### src/rtl/muldiv_hilo.sv
// HI/LO multiply/divide unit: iterative shift-add multiply and restoring divide.
// Define MULDIV_FAST_MULT_EN for a single-cycle MULT/MULTU; DIV stays iterative.
module muldiv_hilo (
  input  logic        clk_cpu,
  input  logic        reset,
  input  logic        req_valid,
  input  logic [2:0]  req_op,
  input  logic [31:0] rs,
  input  logic [31:0] rt,
  output logic        req_ready,
  output logic        busy,
  output logic [63:0] hilo_q,
  output logic        done
);

  localparam logic [2:0] OP_MULT  = 3'd0;
  localparam logic [2:0] OP_MULTU = 3'd1;
  localparam logic [2:0] OP_DIV   = 3'd2;
  localparam logic [2:0] OP_DIVU  = 3'd3;
  localparam logic [2:0] OP_MTHI  = 3'd4;
  localparam logic [2:0] OP_MTLO  = 3'd5;

  typedef enum logic [1:0] {ST_IDLE, ST_MUL, ST_DIV, ST_FIX} state_t;

  state_t      state_r;
  logic [63:0] acc_r;
  logic [31:0] opa_r;
  logic [4:0]  step_r;
  logic        neg_lo_r;
  logic        neg_hi_r;
  logic        is_div_r;
  logic        divz_r;
  logic        busy_r;
  logic        done_r;
  logic [63:0] hilo_r;

  logic        accept_s;
  logic        sign_a_s;
  logic        sign_b_s;
  logic [32:0] mul_sum_s;
  logic [63:0] mul_next_s;
  logic [32:0] div_trial_s;
  logic [63:0] div_next_s;
  logic [63:0] fix_hilo_s;
`ifdef MULDIV_FAST_MULT_EN
  logic [63:0] fast_prod_s;
`endif

  function automatic logic [31:0] mag32(input logic [31:0] x, input logic neg);
    mag32 = neg ? (~x + 32'd1) : x;
  endfunction

  assign req_ready = ~busy_r;
  assign busy      = busy_r;
  assign hilo_q    = hilo_r;
  assign done      = done_r;

  // Accept decode, one multiply/divide step, and final sign correction.
  always_comb begin
    accept_s = req_valid && !busy_r;
    if (req_op == OP_MULT || req_op == OP_DIV) begin
      sign_a_s = rs[31];
      sign_b_s = rt[31];
    end else begin
      sign_a_s = 1'b0;
      sign_b_s = 1'b0;
    end
    // acc holds {partial product, remaining multiplier bits}, shifting right.
    mul_sum_s  = {1'b0, acc_r[63:32]} + (acc_r[0] ? {1'b0, opa_r} : 33'd0);
    mul_next_s = {mul_sum_s, acc_r[31:1]};
    // acc holds {remainder, dividend/quotient bits}, shifting left.
    div_trial_s = acc_r[63:31] - {1'b0, opa_r};
    if (!div_trial_s[32]) begin
      div_next_s = {div_trial_s[31:0], acc_r[30:0], 1'b1};
    end else begin
      div_next_s = {acc_r[62:0], 1'b0};
    end
    if (is_div_r) begin
      fix_hilo_s[63:32] = neg_hi_r ? (~acc_r[63:32] + 32'd1) : acc_r[63:32];
      if (divz_r) begin
        fix_hilo_s[31:0] = 32'hFFFF_FFFF;
      end else begin
        fix_hilo_s[31:0] = neg_lo_r ? (~acc_r[31:0] + 32'd1) : acc_r[31:0];
      end
    end else begin
      fix_hilo_s = neg_lo_r ? (~acc_r + 64'd1) : acc_r;
    end
`ifdef MULDIV_FAST_MULT_EN
    fast_prod_s = {{32{sign_a_s}}, rs} * {{32{sign_b_s}}, rt};
`endif
  end

  // Control FSM, operand/accumulator datapath and HI/LO registers.
  always_ff @(posedge clk_cpu) begin
    if (reset) begin
      state_r  <= ST_IDLE;
      acc_r    <= 64'd0;
      opa_r    <= 32'd0;
      step_r   <= 5'd0;
      neg_lo_r <= 1'b0;
      neg_hi_r <= 1'b0;
      is_div_r <= 1'b0;
      divz_r   <= 1'b0;
      busy_r   <= 1'b0;
      done_r   <= 1'b0;
      hilo_r   <= 64'd0;
    end else begin
      done_r <= 1'b0;
      case (state_r)
        ST_IDLE: begin
          if (accept_s) begin
            case (req_op)
              OP_MULT, OP_MULTU: begin
`ifdef MULDIV_FAST_MULT_EN
                hilo_r <= fast_prod_s;
                done_r <= 1'b1;
`else
                state_r  <= ST_MUL;
                busy_r   <= 1'b1;
                acc_r    <= {32'd0, mag32(rt, sign_b_s)};
                opa_r    <= mag32(rs, sign_a_s);
                neg_lo_r <= sign_a_s ^ sign_b_s;
                neg_hi_r <= 1'b0;
                is_div_r <= 1'b0;
                divz_r   <= 1'b0;
`endif
              end
              OP_DIV, OP_DIVU: begin
                state_r  <= ST_DIV;
                busy_r   <= 1'b1;
                acc_r    <= {32'd0, mag32(rs, sign_a_s)};
                opa_r    <= mag32(rt, sign_b_s);
                neg_lo_r <= sign_a_s ^ sign_b_s;
                neg_hi_r <= sign_a_s;
                is_div_r <= 1'b1;
                divz_r   <= (rt == 32'd0);
              end
              OP_MTHI: hilo_r[63:32] <= rs;
              OP_MTLO: hilo_r[31:0]  <= rs;
              default: ;
            endcase
          end
        end
        ST_MUL: begin
          acc_r  <= mul_next_s;
          step_r <= step_r + 5'd1;
          if (step_r == 5'd31) begin
            state_r <= ST_FIX;
          end
        end
        ST_DIV: begin
          acc_r  <= div_next_s;
          step_r <= step_r + 5'd1;
          if (step_r == 5'd31) begin
            state_r <= ST_FIX;
          end
        end
        ST_FIX: begin
          hilo_r  <= fix_hilo_s;
          done_r  <= 1'b1;
          busy_r  <= 1'b0;
          step_r  <= 5'd0;
          state_r <= ST_IDLE;
        end
        default: begin
          state_r <= ST_IDLE;
          busy_r  <= 1'b0;
          step_r  <= 5'd0;
        end
      endcase
    end
  end

endmodule
### config.mk
export PLATFORM = sky130hd
export DESIGN_NAME = muldiv_hilo
export DESIGN_NICKNAME = d
export VERILOG_FILES = /design/src/rtl/muldiv_hilo.sv
export SDC_FILE = /design/constraint.sdc
export NUM_CORES = 1
export LEC_CHECK = 0
export CORE_MARGIN = 2
export CORE_UTILIZATION = 25
export CTS_CLUSTER_SIZE = 14
export DETAILED_ROUTE_END_ITERATION = 10
export PLACE_DENSITY = 0.52
export SYNTH_ARGS = -nofsm -noshare
export SYNTH_HDL_FRONTEND = slang
export SYNTH_SLANG_ARGS = --single-unit
### constraint.sdc
create_clock -name clk_cpu -period 5.9 [get_ports clk_cpu]
set_clock_uncertainty 0.1 [all_clocks]
set_input_delay 0.59 -clock clk_cpu [delete_from_list [all_inputs] [get_ports clk_cpu]]
set_output_delay 0.59 -clock clk_cpu [all_outputs]
set_load 0.02 [all_outputs]
[Word level (Yosys, flattened, before mapping)]
Index checks and enable logic that the tools add are counted.
Operators by class
  add/subtract/negate cells: 8
  $mul: 0
  divide/modulo/power cells: 0
  order comparisons: 0
  equal/unequal tests: 15
  shift operators: 0
  mux-type cells: 31
  bitwise logic cells: 7
  reduce and logical (&&, ||, !) cells: 21
Operators with widths (count)
  $mux W64: 5
  $mux W32: 8
  $pmux W64 S2: 2
  $pmux W64 S3: 1
  $add A32 B1 Y32 const B: 4
  $not A32 Y32: 4
  $add A64 B1 Y64 const B: 1
  $not A64 Y64: 1
  $pmux W32 S2: 1
  $add A32 B32 Y33: 1
  $sub A33 B32 Y33: 1
  $logic_not A32 Y1: 1
  $reduce_and A3 Y1: 7
  $pmux W5 S2: 1
  $pmux W1 S2: 4
  $eq A3 B2 Y1 const B: 2
  $eq A3 B3 Y1 const B: 2
  $ne A2 B1 Y1 const B: 3
  $pmux W2 S3: 1
  $reduce_bool A2 Y1: 3
  $reduce_or A2 Y1: 3
  $add A5 B1 Y5 const B: 1
  $eq A5 B5 Y1 const B: 1
  $mux W1: 5
  other kinds (16): 19
Word-level totals
  bits in registers: 173
  bits in latches: 0
  RAM bits: 0
  bits in read-only memories: 0
  input bits: 70
  output and inout port bits: 67
  logic and storage cells: 94
  memories: 0

[Logic depth before layout (Yosys ltp)]
  depth after elaboration: 7
  mapped depth: 15
  depth with buffers taken out: 12

[Worst setup path before layout]
Ideal clock, no wire load.
  kind: flip-flop to flip-flop
  from: register acc_r[0]
  to: register acc_r[61]
  setup time: 0.081 ns
  data arrival time: 3.142 ns
  required time: 5.719 ns
  path slack: 2.578 ns
  stages on the path, launching flop included: 14
  path buffers: 1
  period minus slack after synthesis: 3.322 ns
  path through: dfxtp_1 clkinv_1 clkbuf_1 nor2_1 fa_1 a211oi_1 o21ai_0 a221oi_1 a21boi_0 o21ai_0 a21oi_1 a211o_1 a211o_1 a41oi_1
Between the ends
  word-level cells in the longest chain between the ends: 3
RTL lines
  start, declared: RTL line 26  | logic [63:0] acc_r;
  start signal, assigned: RTL line 120  | acc_r <= {32'd0, mag32(rt, sign_b_s)};
  start signal, assigned: RTL line 131  | acc_r <= {32'd0, mag32(rs, sign_a_s)};
  start signal, assigned: RTL line 145  | acc_r <= mul_next_s;
  $mux W32: RTL line 69  | mul_sum_s = {1'b0, acc_r[63:32]} + (acc_r[0] ? {1'b0, opa_r} : 33'd0);
  $add A32 B32 Y33: RTL line 69
  $pmux W64 S3: RTL line 109  | case (state_r)
No other way between the ends.
A chain may end at the register's enable or synchronous reset.

[Worst setup path after layout]
  from: register acc_r[0]
  to: register acc_r[62]
The elaborated chain is that of the path after synthesis.

==> impl_metrics.ini <==
[run_status]
outcome = complete, no violations

[timing]
rsz0062_at_grt = false
period_share_pct = 74.9
fin_setup_tns_ns = 0
worst_pin_slew_ns = 1.17
setup_viol = 0
final_hold_viol_count = 0
slew_headroom_pct = 21.7
max_freq_ghz = 0.226
maxSlewViolCount = 0
finalCriticalPeriod_ns = 4.42

[logic_synthesis]
ys_seq_elements = 173
synth_fp_nets = 2147
yosys.area.top_type = dfxtp_1
synth_edf_count = 0
yosysWarnings = 0
synth_top_area_share_pct = 23.7
synth_cells = 2000
yosysSeqAreaShare_pct = 23.7
synthesis.area_um2 = 14600
synth_ff_type = dfxtp_1
avgSynthCellArea_um2 = 7.31
synth_cell_types = 74
async_flop_share_pct = 0
ys_top_cells_by_area = dfxtp_1 (24%), a21oi_1 (7.6%), ha_1 (6.4%)

[min_path]
hp-class = reg -> reg

[global_routing]
grt_pass1_vias = 15151
antenna_found_initial = 1
grt_max_degree = 79
grt_pass1_wl_mm = 98.9
gr-usage-all-layers_pct = 21.6
grt-ovfl-total = 0

[worst_setup_path]
startpoint_type = flop
worstPathArrival_ns = 4.63
worstPathRequired_ns = 6.11
path_cells = clkinv_1 -> buf_4 -> nor2_1 -> ha_1 -> and3_1 -> nand2_1 -> or3_1 -> o32ai_1 -> a32o_1 -> a31oi_1 -> xnor2_1 -> a222oi_1 -> a221oi_1
cp_num_buf_inv = 2
cp_slowest_cell = o32ai_1
critPathKind = reg -> reg
critPathMaxFanout = 19
crit_family = compound AO/OA/AOI/OAI gates
worst_setup_path_end_kind = flop
cpPeakStageDelay_ns = 0.59

[routing]
post_drt_wl_per_cell_um = 23.6
drt-total-wl_mm = 66.9
route.detailed.drc = 0
first_pass_iters = 7
drtIter0Drc = 1732
vias = 16076
detail_route.vias_per_cell = 5.67
antenna_left = 0

[clock_network]
hold_buffers = 0
cts_made_buffers = 17
clock_latency_ns = 0.48
cts_tree = yes
cts_setup_buffers = 0
cts_sinks = 173
clkTransAtPathRegs_ns = 0.08
cts_max_level = 4
ctsResizeCount = 0
clock_path_buffers = 2
root_buffer = clkbuf_16

[placed_design]
placed_cells = 2804
place.detailed.hpwl_mm = 51.9
gp_congestion = 0.962
numPortBuffers = 136

[power]
ir_worst_vdd_mv = 0.278
power_frac_comb_pct = 49.0
swShare_pct = 45.5
p_int_mw = 2.96
seqPwrFrac_pct = 28.5
total_power_mw = 5.42
power_frac_clock_pct = 22.5
power_switching_mw = 2.47
p_leak_nw = 6.43
p_per_area_nw_per_um2 = 314

[final_layout]
fill_cells = 6278
final_common_cell = nor2_1
mostFrequentLayoutCells = nor2_1 (228), a21oi_1 (222), dfxtp_1 (173), nand2_1 (169), o21ai_0 (151)
antenna_cells = 0
num-nets-final = 2205
drive_above_1_share_pct = 4.44
area_growth_syn_to_layout_pct = 18.3
fin_cells = 2835

[floorplanning]
die_w_um = 246
dieArea_um2 = 60400
ios = 137
start_util_pct = 25.3
core_um2 = 57800
rows = 88
die_h_um = 246

[job]
maxCapViolCount = 0
## sequential cells by signal, summed over array words and instances, names as in the netlist
signal,cells
acc_r,64
hilo_q,64
opa_r,32
step_r,5
state_r,2
busy,1
divz_r,1
done,1
is_div_r,1
neg_hi_r,1
neg_lo_r,1
## final cells by class
type	count	area [um2]	area share, %
tap	765	957	5.53
inverter	66	248	1.43
sequential	173	3460	20.0
clock inverter	10	140	0.810
timing repair buffer	167	1590	9.20
multi-input combinational	1633	10400	60.3
clock buffer	21	460	2.66
## synthesized netlist by cell type, drive strengths merged (8+ instances only)
cell type  instances
o31ai             21
a222oi            14
xor2              75
inv               64
xnor2             95
or2               10
or4               18
nand2b            20
a221oi            16
o41ai              9
buf               14
nand3             32
a311oi             8
nand4             16
dfxtp            173
o211ai            25
and3              13
or3               24
nor2             229
o221ai            20
nand2            169
a211o             17
ha                75
and2              15
a211oi            28
clkbuf           114
mux2i             41
o21a              12
a21oi            222
a22oi             46
a22o              15
nor4              20
a21o              27
o21ai            154
nor3              42
a31oi             26
## cells by family after synthesis
logic type                 share of synthesized area (%)
adders and majority gates                           6.69
xor gates and xnor gates                            10.2
buffers and inverters                               5.11
DFF                                                 23.7
AOI/OAI and AO/OA                                   31.2
muxes                                               2.96
and+or+nand+nor                                     20.2
## through the flow
stage | setup WS (ns) | hold slack, ns | cell area, um2 | utilization, %
3_5_place_dp | 1.56 | 0.346 | 16700 | 28.9
2_1_floorplan | 2.58 | 0.332 | 14600 | -
4_1_cts | 1.55 | 0.355 | 17300 | 29.9
3_3_place_gp | 1.59 | 0.342 | 16700 | 28.9
6_report | 1.48 | 0.351 | 17300 | 29.9
5_1_grt | 1.12 | 0.367 | 17300 | 29.9
## power by group through the flow
stage                     Combinational, mW  Sequential [mW]  Clock [mW]
after floorplan                        1.75             1.49           0
after global placement                 2.59             1.56           0
after detailed placement               2.59             1.56           0
after CTS                              2.61             1.54        1.25
after global routing                   2.87             1.56        1.29
final                                  2.66             1.54        1.22
## worst reg2reg max path, cell delays in order (launching register included)
cell and delay, ns:
dfxtp_1 0.56, clkinv_1 0.52, buf_4 0.43, nor2_1 0.14, ha_1 0.24, and3_1 0.22, nand2_1 0.07, or3_1 0.37
o32ai_1 0.59, a32o_1 0.35, a31oi_1 0.15, xnor2_1 0.15, a222oi_1 0.24, a221oi_1 0.13
## layer usage
| layer | vias up | global-route usage (%) | wire (um) |
|---|---|---|---|
| met1 | 7817 | 29.4 | 29400 |
| met5 | - | 0 | 0 |
| li1 | 7469 | - | - |
| met2 | 704 | 34.8 | 31000 |
| met4 | 0 | 6.19 | 1730 |
| met3 | 86 | 3.73 | 4780 |
## path summary, 6_finish.rpt
kind	startpoint	end	slack (ns)	depth (start not counted)
worst max-delay path	acc_r[0]	acc_r[62]	1.48	13
worst min-delay path	hilo_q[11]	hilo_q[11]	0.35	2
worst max register to register	acc_r[0]	acc_r[62]	1.48	13
worst min register to register	hilo_q[11]	hilo_q[11]	0.35	2
(Power assumes the default switching activity.)
